--- config.mk ---
export PLATFORM = sky130hd
export DESIGN_NAME = fetch
export DESIGN_NICKNAME = d
export VERILOG_FILES = /design/src/rtl/fetch.sv
export SDC_FILE = /design/constraint.sdc
export NUM_CORES = 1
export LEC_CHECK = 0
export ABC_CLOCK_PERIOD_IN_PS = 6500
export CORE_MARGIN = 2
export CORE_UTILIZATION = 37
export DETAILED_ROUTE_END_ITERATION = 16
export GPL_TIMING_DRIVEN = 1
export PLACE_DENSITY = 0.67
export REMOVE_ABC_BUFFERS = 1
export SYNTH_ARGS = -nofsm -noshare
export SYNTH_HDL_FRONTEND = slang
export SYNTH_SLANG_ARGS = --single-unit
export TNS_END_PERCENT = 30
--- constraint.sdc ---
create_clock -name clk -period 6.5 [get_ports clk]
set_input_delay 0.65 -clock clk [delete_from_list [all_inputs] [get_ports clk]]
set_output_delay 0.65 -clock clk [all_outputs]
set_load 0.05 [all_outputs]
--- src/rtl/fetch.sv ---
// Instruction fetch front end: issues word-aligned fetch requests, matches
// in-order responses to their PCs, buffers them and presents one
// instruction per cycle to decode through a registered output stage.
//
// Handshakes: a request transfers on any rising edge where imem_req_valid
// and imem_req_ready are both high; once raised, imem_req_valid stays high
// with a stable imem_req_addr until that transfer or a flush. Responses have
// no back-pressure: imem_resp_valid is a single beat, in request order.
//
// inflight counts live requests (those whose responses will be kept); drop
// counts requests outstanding from before a redirect, whose responses are
// discarded. Only live requests consume buffer credit, so the redirected
// stream starts the cycle after a flush even while drops are outstanding.

`ifndef ADDR_SIZE
`define ADDR_SIZE 31
`endif
`ifndef INSTR_SIZE
`define INSTR_SIZE 31
`endif

module fetch #(
  parameter logic [31:0] RESET_PC  = 32'h0000_0000,
  parameter int          BUF_DEPTH = 2
) (
  input  logic                 clk,
  input  logic                 reset,
  output logic                 imem_req_valid,
  output logic [`ADDR_SIZE:0]  imem_req_addr,
  input  logic                 imem_req_ready,
  input  logic                 imem_resp_valid,
  input  logic [`INSTR_SIZE:0] imem_resp_data,
  output logic [`ADDR_SIZE:0]  PC_out,
  output logic [`INSTR_SIZE:0] instr_out,
  output logic                 pipeline_out_valid,
  input  logic                 stall,
  input  logic                 flush,
  input  logic [`ADDR_SIZE:0]  redirect_pc
);

  localparam int PTR_W  = (BUF_DEPTH > 1) ? $clog2(BUF_DEPTH) : 1;
  localparam int CNT_W  = $clog2(BUF_DEPTH + 1);
  // Drops accumulate across repeated redirects while old responses are
  // still on their way, so this counter has headroom beyond BUF_DEPTH.
  localparam int DROP_W = $clog2(4 * BUF_DEPTH + 1);

  logic [`ADDR_SIZE:0]  fetch_pc;
  logic [CNT_W-1:0]     inflight;
  logic [DROP_W-1:0]    drop;
  logic [DROP_W-1:0]    drop_sum;

  logic [`ADDR_SIZE:0]  pend_pc [BUF_DEPTH];
  logic [PTR_W-1:0]     pend_wr;
  logic [PTR_W-1:0]     pend_rd;

  logic [`ADDR_SIZE:0]  fifo_pc    [BUF_DEPTH];
  logic [`INSTR_SIZE:0] fifo_instr [BUF_DEPTH];
  logic [PTR_W-1:0]     fifo_wr;
  logic [PTR_W-1:0]     fifo_rd;
  logic [CNT_W-1:0]     fifo_count;

  logic [CNT_W:0]       used;
  logic                 req_fire;
  logic                 resp_take;
  logic                 fifo_pop;
  logic                 unused_redirect_bits;

  function automatic logic [PTR_W-1:0] ptr_inc(input logic [PTR_W-1:0] p);
    if (p == PTR_W'(BUF_DEPTH - 1)) return '0;
    return p + PTR_W'(1);
  endfunction

  // Request side: address straight from fetch_pc, credit = live + buffered.
  assign used           = (CNT_W+1)'(inflight) + (CNT_W+1)'(fifo_count);
  assign imem_req_addr  = fetch_pc;
  assign imem_req_valid = reset && !flush && (used < (CNT_W+1)'(BUF_DEPTH));
  assign req_fire       = imem_req_valid && imem_req_ready;

  // A response is kept only when no drops are owed and no redirect is taking place.
  assign resp_take = imem_resp_valid && (drop == '0) && !flush;
  assign fifo_pop  = !flush && !stall && (fifo_count != '0);

  // Every outstanding request is dropped on a flush; a response arriving in
  // the flush cycle itself retires one of them immediately.
  assign drop_sum = drop + DROP_W'(inflight);

  // Low address bits of a redirect are forced to zero.
  assign unused_redirect_bits = ^redirect_pc[1:0];

  // Fetch PC: redirect, advance on accepted request, wraps at 32 bits.
  always_ff @(posedge clk or negedge reset) begin
    if (!reset) begin
      fetch_pc <= RESET_PC;
    end else if (flush) begin
      fetch_pc <= {redirect_pc[`ADDR_SIZE:2], 2'b00};
    end else if (req_fire) begin
      fetch_pc <= fetch_pc + 32'd4;
    end
  end

  // Live in-flight and drop counters.
  always_ff @(posedge clk or negedge reset) begin
    if (!reset) begin
      inflight <= '0;
      drop     <= '0;
    end else if (flush) begin
      inflight <= '0;
      drop     <= (imem_resp_valid && drop_sum != '0) ? drop_sum - DROP_W'(1) : drop_sum;
    end else begin
      inflight <= inflight + CNT_W'(req_fire) - CNT_W'(resp_take);
      if (imem_resp_valid && drop != '0) drop <= drop - DROP_W'(1);
    end
  end

  // Pending-PC queue and instruction FIFO pointers; both emptied by flush.
  always_ff @(posedge clk or negedge reset) begin
    if (!reset) begin
      pend_wr    <= '0;
      pend_rd    <= '0;
      fifo_wr    <= '0;
      fifo_rd    <= '0;
      fifo_count <= '0;
    end else if (flush) begin
      pend_wr    <= '0;
      pend_rd    <= '0;
      fifo_wr    <= '0;
      fifo_rd    <= '0;
      fifo_count <= '0;
    end else begin
      if (req_fire)  pend_wr <= ptr_inc(pend_wr);
      if (resp_take) pend_rd <= ptr_inc(pend_rd);
      if (resp_take) fifo_wr <= ptr_inc(fifo_wr);
      if (fifo_pop)  fifo_rd <= ptr_inc(fifo_rd);
      fifo_count <= fifo_count + CNT_W'(resp_take) - CNT_W'(fifo_pop);
    end
  end

  // Queue storage: no reset needed, validity is tracked by the pointers.
  always_ff @(posedge clk) begin
    if (req_fire) pend_pc[pend_wr] <= fetch_pc;
    if (resp_take) begin
      fifo_pc[fifo_wr]    <= pend_pc[pend_rd];
      fifo_instr[fifo_wr] <= imem_resp_data;
    end
  end

  // Registered decode stage: flush clears, stall holds, otherwise pop head.
  always_ff @(posedge clk or negedge reset) begin
    if (!reset) begin
      pipeline_out_valid <= 1'b0;
      PC_out             <= '0;
      instr_out          <= '0;
    end else if (flush) begin
      pipeline_out_valid <= 1'b0;
    end else if (!stall) begin
      if (fifo_count != '0) begin
        PC_out             <= fifo_pc[fifo_rd];
        instr_out          <= fifo_instr[fifo_rd];
        pipeline_out_valid <= 1'b1;
      end else begin
        pipeline_out_valid <= 1'b0;
      end
    end
  end

endmodule

== After elaboration in Yosys (flattened, before gate mapping) ==
Memory sizes are Yosys's and may differ from the RTL's. A register that Yosys moved wholly into a read port is not among the register bits.
Index checks and enable logic that the tools add are counted.

* Add/subtract/negate cells: 13
* Mux-type cells: 42
* Reductions and logical operators: 22
* $lt $le $gt $ge: 1
* Div/mod/pow operators: 0
* Bitwise operators: 2
* Shift-type cells: 0
* Equal/unequal tests: 1
* Multiply operators: 0

{| class="wikitable"
|+ Operator list
! operator !! number
|-
| 2-to-1 mux 32 bit || 2
|-
| 2-to-1 mux 1 bit || 35
|-
| adder 32 x 3 -> 32 bit, second input constant || 1
|-
| 2-to-1 mux 4 bit || 3
|-
| nonzero test 2 bit || 5
|-
| logical AND 1 bit || 9
|-
| nonzero test 4 bit || 2
|-
| subtractor 4 x 1 -> 4 bit, second input constant || 2
|-
| adder 1 bit, second input constant || 4
|-
| adder 2 x 1 -> 2 bit || 2
|-
| adder 4 x 2 -> 4 bit || 1
|-
| logical NOT 1 bit || 4
|-
| logical NOT 4 bit || 1
|-
| 2-to-1 mux 2 bit || 2
|-
| subtractor 2 x 1 -> 2 bit || 2
|-
| adder 2 x 2 -> 3 bit || 1
|-
| less-than comparator 3 x 2 -> 1 bit, second input constant || 1
|-
| AND reduction 3 bit || 1
|-
| inequality test 2 x 1 -> 1 bit, second input constant || 1
|-
| NOT 1 bit || 2
|}

* Memories kept: 3
* Memory bits (read-only): 0
* Memory bits (writable): 192
* Latch bits: 0
* Output and inout bits: 98
* Bits of input ports: 70
* Logic and storage cells: 93
* Register bits: 45

{| class="wikitable"
|+ Memories
! memory !! depth !! bits a word !! read ports !! clocked after Yosys merged registers in !! wr ports !! RTL line !! text
|-
| fifo_instr || 2 || 32 || 1 || 1 || 1 || 57 || <nowiki>logic [`INSTR_SIZE:0] fifo_instr [BUF_DEPTH];</nowiki>
|-
| fifo_pc || 2 || 32 || 1 || 1 || 1 || 56 || <nowiki>logic [`ADDR_SIZE:0] fifo_pc [BUF_DEPTH];</nowiki>
|-
| pend_pc || 2 || 32 || 1 || 0 || 1 || 52 || <nowiki>logic [`ADDR_SIZE:0] pend_pc [BUF_DEPTH];</nowiki>
|}

== Depth between registers and ports, before layout ==
Gate-level depths: netlist of the first run.

* Word-level depth: 9
* Depth in mapped cells: 12
* Mapped depth without buffers: 11

== Worst setup path before layout of the first run ==
No wires, ideal clock.

* Kind: register -> register
* From: register drop[1]
* To: memory fifo_instr[0][0] (netlist name), enable pin
* Library setup time: 0.482 ns
* Path buffers: 0
* Cell stages (with the launch flop): 7
* Required time: 6.018 ns
* Arrival time: 3.965 ns
* Setup slack: 2.053 ns
* Clock period less this slack: 4.447 ns
* Cell sequence: dfrtp_1 -> inv_1 -> ha_1 -> inv_1 -> nor4b_1 -> nand2b_1 -> nor2_1

* Word-level cells in the longest chain between the ends: 5

{| class="wikitable"
|+ Ends and longest elaborated chain
! what !! RTL line !! text
|-
| start: declaration || 49 || <nowiki>logic [DROP_W-1:0] drop;</nowiki>
|-
| start signal: assignment || 108 || <nowiki>drop <= (imem_resp_valid && drop_sum != '0) ? drop_sum - DROP_W'(1) : drop_sum;</nowiki>
|-
| start signal: assignment || 111 || <nowiki>if (imem_resp_valid && drop != '0) drop <= drop - DROP_W'(1);</nowiki>
|-
| logical NOT 4 bit || 80 || <nowiki>assign resp_take = imem_resp_valid && (drop == '0) && !flush;</nowiki>
|-
| logical AND 1 bit (2 in a row) || 80 ||
|-
| 2-to-1 mux 1 bit || 141 || <nowiki>if (resp_take) begin</nowiki>
|-
| 2-to-1 mux 1 bit (not written as such) || 143 || <nowiki>fifo_instr[fifo_wr] <= imem_resp_data;</nowiki>
|-
| end: declaration || 57 ||
|}

No other way between the ends.

== Final worst setup path of the first run ==
* From: register inflight[0]
* To: output port imem_req_valid

* Word-level cells in the longest chain between the ends: 3

{| class="wikitable"
|+ Ends and longest elaborated chain
! what !! RTL line !! text
|-
| start: declaration || 48 || <nowiki>logic [CNT_W-1:0] inflight;</nowiki>
|-
| start signal: assignment || 110 || <nowiki>inflight <= inflight + CNT_W'(req_fire) - CNT_W'(resp_take);</nowiki>
|-
| adder 2 x 2 -> 3 bit || 74 || <nowiki>assign used = (CNT_W+1)'(inflight) + (CNT_W+1)'(fifo_count);</nowiki>
|-
| less-than comparator 3 x 2 -> 1 bit || 76 || <nowiki>assign imem_req_valid = reset && !flush && (used < (CNT_W+1)'(BUF_DEPTH));</nowiki>
|-
| logical AND 1 bit || 76 ||
|-
| end: declaration || 28 || <nowiki>output logic imem_req_valid,</nowiki>
|}

No other way between the ends.

==> flow_results.org, run 1 <==
** Synthesis
- Of all cell types, the one taking the most synthesized area is sky130_fd_sc_hd__edfxtp_1.
- A synthesized cell averages 14.2 um2.
- After synthesis, the share of flip-flops with an asynchronous set or reset is 36.3%.
- Top-count cell post-synth :: sky130_fd_sc_hd__edfxtp_1
- By area the synthesized netlist is led by sky130_fd_sc_hd__edfxtp_1 (49%), sky130_fd_sc_hd__dfrtp_1 (23%), sky130_fd_sc_hd__mux2i_1 (5.7%).
- Area fraction of the dominant cell type after synthesis :: 48.5%
- The mapped netlist covers roughly 11000 um2.
- By count the netlist is led by sky130_fd_sc_hd__edfxtp_1 (184), sky130_fd_sc_hd__dfrtp_1 (105), sky130_fd_sc_hd__nor2_1 (94).
- Number of enable-type register cells in the synthesized netlist :: approximately 180
- Number of warnings issued by yosys :: 0
- Flip-flop and latch count after synthesis :: 289
- Sequential fraction of the synthesis area :: 71.6%
- After technology mapping, the gate count stands at 800.
- After synthesis, the netlist uses 52 different library cells.
- The most used flip-flop cell after synthesis is sky130_fd_sc_hd__edfxtp_1.

** Cells and area
- Antenna cell count :: 0
- In the final layout, the multi-input gates occupy 3010 um2.
- Total number of nets in the final design :: ~1000
- Number of filler instances in the final layout :: 2682
- From synthesis to final layout, the design area changed by 26.6%.
- Finished Layout Cells :: 1382
- In the final layout, the share of cells above drive strength 1 is between 10% and 20%.
- Register Area :: between 8000 and 9000 um2

** Global routing
- Largest net degree at the start of global routing :: 90
- Antenna violations before repair :: 0
- The first global-routing pass estimated around 38000 um of wire.
- Summed over all layers, the global routing overflow is 0.
- Total GRT Usage :: 14.7%
- Number of global-route vias before repair :: 6998

** STA
- The worst path uses 52.9% of the clock period.
- Across all hold checks on the routed design, the worst slack comes to roughly 86 ps.
- In this run the tightest slew margin relative to its limit is 11.8%.
- The hold violation total from the final report was 0.
- For the final routed database, the setup TNS stands at 0 ps.
- Number of setup violations in the final report :: 0
- Worst slew pin tran :: 1320 ps
- Highest clock rate :: 291 MHz
- Worst setup skew after layout :: approximately 20 ps
- The worst path in the final design needs a cycle of 3440 ps, including I/O delays and setup.
- Number of pins with negative max-slew slack in the final report :: 0
- Setup slack closes at 3060 ps.
- Setup repair after global routing left no endpoint under its margin.

** Floorplanning
- Total I/O pin count :: 168
- Initial cell density of the core :: a little under two fifths
- The total area inside the core boundary comes to 30400 um2.
- In this run the core area contains 64 standard-cell rows.
- Horizontal die dimension :: 179 um
- The die covers 32200 um2.
- The die is around 180 um tall.

** Critical path
- In this run the critical register-to-register path is captured at pend_pc[0][26].
- Crit. End Element :: output port
- At the worst endpoint, the arrival time is 2790 ps.
- In this run the worst path has a maximum fanout of 4.
- Counting cells, the worst reg-to-reg path comes to 7.
- Worst flop-to-flop path startpoint :: inflight[0]
- The setup check on the worst reg-to-reg path leaves a slack of 3150 ps.
- By startpoint and endpoint, the worst setup path is classified as flip-flop to output port.
- STA classifies the critical path startpoint as a flip-flop.
- For the worst setup path, the data required time is roughly 5900 ps.

** Clock tree
- Post-CTS repair changed the size of 0 cells.
- Clock insertion delay at the later pin of the skew report :: ~550 ps
- Clock tree sinks :: 289
- Clock-pin slew reported for the worst setup and hold paths after clock tree synthesis :: around 60 ps
- TritonCTS clock tree :: built
- Quantity of hold-fixing buffers added after cts :: 0
- Counting the buffers created by CTS gives 30.
- Post-CTS Repair Setup Buffers :: 0
- CTS Root Cell :: sky130_fd_sc_hd__clkbuf_16
- CTS built an H-tree with a depth of 1.
- Number of buffers between clock root and the deepest sink :: 3

** Placed design
- Counting tap cells, the placed design contains a total of 1326 instances.
- Count of buffers from port buffering :: 161
- HPWL Detailed :: 14800 um
- The congestion estimate from routability-driven global placement came to 0.778.
- Worst-case setup slack after placement :: 2800 ps

** Detailed routing
- After detailed routing, the met2 layer carries 11900 um of wire.
- Detail-routed net length per standard cell :: 17.6 um
- Met3 WL :: 1350 um
- 1st-iter DRT viols :: 433
- Post-Route M1 WL :: 10500 um
- Drt drc :: 0
- Remaining antenna violation count :: 0
- Signal routing reaches up to met4.
- Final Routed Wirelength :: 24300 um
- In the routed layout, each cell is associated on average with a via count of 5.05.
- First-pass iteration count of the detailed router :: 4
- Detailed routing inserted a total of 6977 vias.

** Run status
- The run finished with clean final reports.

** Job
- Across the run, the number of max-cap violations was 0.

** Power and ir drop
- Across the VDD grid, the largest voltage drop is 0.222 mV.
- The analysis attributes to cell leakage a power of 5.15 nW.
- Total power per unit cell area :: 412 nW/um2

** Worst hold path
- Type of the tightest min-delay check :: input port to asynchronous set/reset pin
[routing by layer]
metal	vias to the layer above	global-route usage, %
met5	-	0
met4	0	4.20
met3	40	2.67
met2	211	25.1
met1	3462	19.3
li1	3264	-
[area by class of cell]
| type | count | area share, % |
|---|---|---|
| Inverter | 17 | 0.443 |
| Tap cell | 396 | 3.44 |
| Sequential cell | 289 | 56.6 |
| Clock inverter | 15 | 1.24 |
| Multi-Input combinational cell | 453 | 20.9 |
| Clock buffer | 41 | 5.78 |
| Timing Repair Buffer | 171 | 11.6 |
[report_power, final]
part           leakage (nW)  total (mW)  switching, mW  internal [mW]
clock                 0.498        1.74          0.688           1.05
sequential             2.94        2.43          0.194           2.24
combinational          1.71        1.77           1.16          0.609
total                  5.15        5.94           2.04           3.90
[worst max-delay path, stage by stage (launching register included)]
cell and delay (ps):
sky130_fd_sc_hd__dfrtp_1 390, sky130_fd_sc_hd__and2_1 180, sky130_fd_sc_hd__fa_1 480, sky130_fd_sc_hd__nor4b_4 330, sky130_fd_sc_hd__clkdlybuf4s50_1 870
[logic make-up after synthesis]
| kind of cell | Yosys count | synth area share [%] |
|---|---|---|
| AOI/OAI and AO/OA | 132 | 6.95 |
| xor gates and xnor gates | 13 | 1.00 |
| adders and majority gates | 12 | 1.45 |
| buffers and inverters | 61 | 2.30 |
| DFF | 289 | 71.6 |
| muxes | 96 | 8.78 |
| other | 1 | 0.0329 |
| and+or+nand+nor | 196 | 7.91 |
[metrics by stage]
stage / total power [mW] / instance area [um2] / util, %
after floorplan: 3.61 / 11200 / -
after global placement: 4.22 / 13400 / 44.1
after detailed placement: 4.25 / 13400 / 44.1
after CTS: 6.00 / 14400 / 47.4
after global routing: 6.20 / 14400 / 47.4
final: 5.94 / 14400 / 47.4
[sequential cells by signal, summed over array words and instances (netlist names)]
register and cells:
instr_out 32, fifo_wr 1, drop 4, pend_wr 1, PC_out 30, fifo_instr 64, pend_pc 60, fifo_rd 1
fifo_count 2, inflight 2, imem_req_addr 30, pend_rd 1, fifo_pc 60, pipeline_out_valid 1
[layout by cell type (no fill, tap or decap), drive strengths merged, types with 5 or more instances in the layout]
cell type      Yosys  routed
nand2             40      40
nor2              94      94
ha                10      10
nand3             17      17
clkinv             0       9
dfrtp            105     105
o311ai            14      14
clkbuf            33      41
a21oi             68      68
and2               5       5
edfxtp           184     184
mux2              31      31
clkdlybuf4s50      0     159
nand4             12      12
o21ai             23      23
inv               17      18
mux2i             65      65
o211ai             9       9
buf               11      12
xnor2              9       9
nor2b              7       7
[worst max path at each step]
stage	from	to	cells after the start
floorplan	flush	fifo_count[0]	5
global placement	imem_resp_valid	fifo_instr[1][13]	5
detailed placement	imem_resp_valid	fifo_instr[1][18]	5
CTS	inflight[0]	imem_req_valid	4
global route	inflight[0]	imem_req_valid	4
finish	inflight[0]	imem_req_valid	4
Note: power is estimated with default switching activity, not from simulation.
==> run 2, diff against run 1 <==
--- a/config.mk
+++ b/config.mk
@@ -5,12 +5,12 @@
 export SDC_FILE = /design/constraint.sdc
 export NUM_CORES = 1
 export LEC_CHECK = 0
-export ABC_CLOCK_PERIOD_IN_PS = 6500
+export ABC_CLOCK_PERIOD_IN_PS = 2830
 export CORE_MARGIN = 2
 export CORE_UTILIZATION = 37
 export DETAILED_ROUTE_END_ITERATION = 16
 export GPL_TIMING_DRIVEN = 1
-export PLACE_DENSITY = 0.67
+export PLACE_DENSITY = 0.69
 export REMOVE_ABC_BUFFERS = 1
 export SYNTH_ARGS = -nofsm -noshare
 export SYNTH_HDL_FRONTEND = slang
==> constraint.sdc (replaced) <==
create_clock -name clk -period 2.83 [get_ports clk]
set_input_delay 0.283 -clock clk [delete_from_list [all_inputs] [get_ports clk]]
set_output_delay 0.283 -clock clk [all_outputs]
set_load 0.05 [all_outputs]
==> run 2 against run 1 <==
Effect of this change: global-route usage increased by 0.59 points; count of clock-buffer cells in the layout is 1 higher; register-to-register slack got worse by 2900 ps; die area is the same; critical path depth rose by 6; clock power rose to 2.6 times the previous value; sequential share of layout area is 1.4 points lower; largest cell class unchanged; largest power group unchanged.
==> flow_results.org, run 2 (synthesis gave the netlist of run 1 again) <==
** Run status
- The flow ran to the end, and the final reports show no timing, DRC or antenna violations.

** Cells and area
- The register with the most flip-flops in the layout has 64 of them.
- Number of filler instances in the final layout :: 2613
- For this run, the post-layout net count is approximately 1100.
- The library cell used most frequently in the layout, excluding fill and tap cells, is sky130_fd_sc_hd__edfxtp_1.
- The sequential cells in the finished layout cover a total of slightly above 8000 um2.
- Excluding fillers, the count of instances in the completed layout stands at ~1400.
- Largest registers in the final layout :: fifo_instr (64), fifo_pc (60), pend_pc (60)
- Area used by multi-input combinational logic :: 3010 um2
- In the layout the commonest cells are sky130_fd_sc_hd__edfxtp_1 (184), sky130_fd_sc_hd__clkdlybuf4s50_1 (158), sky130_fd_sc_hd__dfrtp_1 (104).
- Area added between synthesis and finish :: 29.9%
- Fraction of final layout cells with drive strength greater than 1 :: 12.4%
- Ranked by flip-flop count, first place goes to fifo_instr.

** STA
- Tightest slew margin relative to the limit :: 45.3%
- The worst path needs 2550 ps of the cycle, external delays included.
- Setup repair after global routing left no endpoint under its margin.
- Number of setup violations in the final report :: 0
- Final worst-path setup slack :: 282 ps
- Final hold vios :: 0
- Worst setup skew after layout :: between 10 and 15 ps
- At the pin with the least slew margin, the transition time is 821 ps.
- Highest clock rate :: 392 MHz
- Of the available clock period, the critical path in the final layout requires 90.1%.
- Number of pins with negative max-slew slack in the final report :: 0

** Clock tree
- Clock insertion delay at the later pin of the skew report :: 550 ps
- H-tree lvl count :: 1
- CTS Buf Count :: 30
- Counting along the longest clock path gives a buffer depth of 3.
- Post-CTS Repair Setup Buffers :: 0
- The tree is rooted in a sky130_fd_sc_hd__clkbuf_16.
- TritonCTS built the clock tree.
- The tree built by TritonCTS fans out to 289 sinks.
- Clock-pin slew reported for the worst setup and hold paths after clock tree synthesis :: 60 ps

** Critical path
- At the worst endpoint, the required time is 3260 ps.
- In this run the critical register-to-register path is captured at inflight[1].
- Critical Setup Path Class :: flip-flop to flip-flop
- The most critical setup path has its endpoint at inflight[1].
- Data arrival time of the critical path :: 2970 ps
- Worst flop-to-flop path startpoint :: inflight[0]
- In this run the worst path has a maximum fanout of 10.
- Worst reg2reg setup slack :: 280 ps
- Crit. End Element :: flip-flop
- For the worst flop-to-flop path, the logic depth is 10.
- Tracing the worst setup path back leads to its startpoint at inflight[0].
- Launching element type of the critical path :: flip-flop

** Power and ir drop
- The worst-case IR drop observed on VDD is 0.594 mV.
- Total power per unit cell area :: 956 nW/um2
- Reported leakage power :: roughly 5.3 nW

** Placed design
- Input and output buffers added on the ports amount to ~160.
- HPWL Detailed :: roughly 16000 um
- After detailed placement, the design holds a cell count of between 1000 and 1500.
- Worst-case setup slack after placement :: 52.2 ps
- The congestion estimate from routability-driven global placement came to 0.786.

** Floorplanning
- Cell Rows :: 64
- During I/O placement, the number of pins put on the boundary was 168.
- Horizontal die dimension :: around 180 um
- The die covers 32200 um2.
- The die is between 150 and 200 um tall.
- The initial utilization of the core area, before any placement, comes to 37.4%.
- The floorplan step defined a core boundary enclosing 30400 um2.

** Detailed routing
- Vias per Instance :: 4.98
- For this block, the via count after detailed routing is 6987.
- Detail-routed net length per standard cell :: around 18 um
- The detail route stage leaves a number of antenna-violating nets equal to 0.
- First-pass iteration count of the detailed router :: 5
- Drt drc :: 0
- 1st-iter DRT viols :: 378
- Wires add up to 24900 um.

** Global routing
- Antenna violations before repair :: 2
- The first global-routing pass estimated ~39000 um of wire.
- Entering global routing, the biggest net connects 109 pins.
- After global routing the overflow that remains totals 0.
- Number of global-route vias before repair :: 7009
- Across every metal layer, demand over resource in global routing totals 15.3%.

** Worst hold path
- Type of the tightest min-delay check :: input port to flip-flop

** Job
- Across the run, the number of max-cap violations was 0.
## run 2: changes by cell type in the layout (fill, tap and decap cells not counted), sizes merged
cell           previous run  this run
clkdlybuf4s50           159       158
clkinv                    9         6
buf                      12        31
diode                     0         1
clkbuf                   41        42
dlygate4sd3               0         1
bufinv                    4         7
inv                      18        17
## run 2: how the worst min path moves through the flow
stage	start	to	slack (ps)	cells after the start
2_1_floorplan	reset	PC_out[10]	-10	0
3_3_place_gp	instr_out[6]	instr_out[6]	500	2
3_5_place_dp	instr_out[16]	instr_out[16]	520	2
4_1_cts	flush	inflight[1]	210	3
5_1_grt	flush	inflight[1]	230	3
6_report	flush	inflight[1]	250	3
## run 2: what timing repair did
item,in CTS,in global routing
hold endpoints to repair,46,0
hold buffers,1,0
resized for setup,0,1
setup endpoints to repair,0,10
## run 2: metrics by stage
step	area [um2]	total power [mW]	setup TNS, ps	util (%)	hold slack [ps]
3_5_place_dp	13600	9.81	0	44.8	518
3_3_place_gp	13600	9.72	0	44.8	505
5_1_grt	14800	14.8	0	48.6	231
2_1_floorplan	11200	8.29	-477080	-	-12.6
6_report	14800	14.1	0	48.6	246
4_1_cts	14800	14.3	0	48.6	214
## run 2: worst max-delay path, cell delays in order, from the launching register on
cell and delay (ps):
sky130_fd_sc_hd__dfrtp_1 400, sky130_fd_sc_hd__and2_1 170, sky130_fd_sc_hd__fa_1 480, sky130_fd_sc_hd__nor4b_4 270, sky130_fd_sc_hd__and2_1 240, sky130_fd_sc_hd__inv_2 140, sky130_fd_sc_hd__ha_1 300, sky130_fd_sc_hd__inv_1 40
sky130_fd_sc_hd__ha_1 170, sky130_fd_sc_hd__xnor2_1 160, sky130_fd_sc_hd__nor2_1 50
## run 2: cell type report
class,instances,share of cell area (%)
Sequential cell,289,55.1
Antenna cell,1,0.0169
Clock buffer,42,6.06
Inverter,17,0.431
Timing Repair Buffer,190,12.9
Clock inverter,14,1.73
Multi-Input combinational cell,453,20.4
Tap cell,396,3.35
## run 2: power by group
part	total (mW)	switching, mW	internal, mW
combinational	4.11	2.68	1.43
clock	4.45	1.61	2.84
sequential	5.59	0.454	5.13
## run 2: metal layers
| metal | global-route usage [%] | vias to the layer above | share of wire (%) |
|---|---|---|---|
| met3 | 3.34 | 43 | 6.0 |
| met4 | 4.81 | 2 | 2.6 |
| met5 | 0 | - | 0.052 |
| met1 | 20.3 | 3436 | 44 |
| met2 | 25.3 | 195 | 47 |
| li1 | - | 3311 | - |
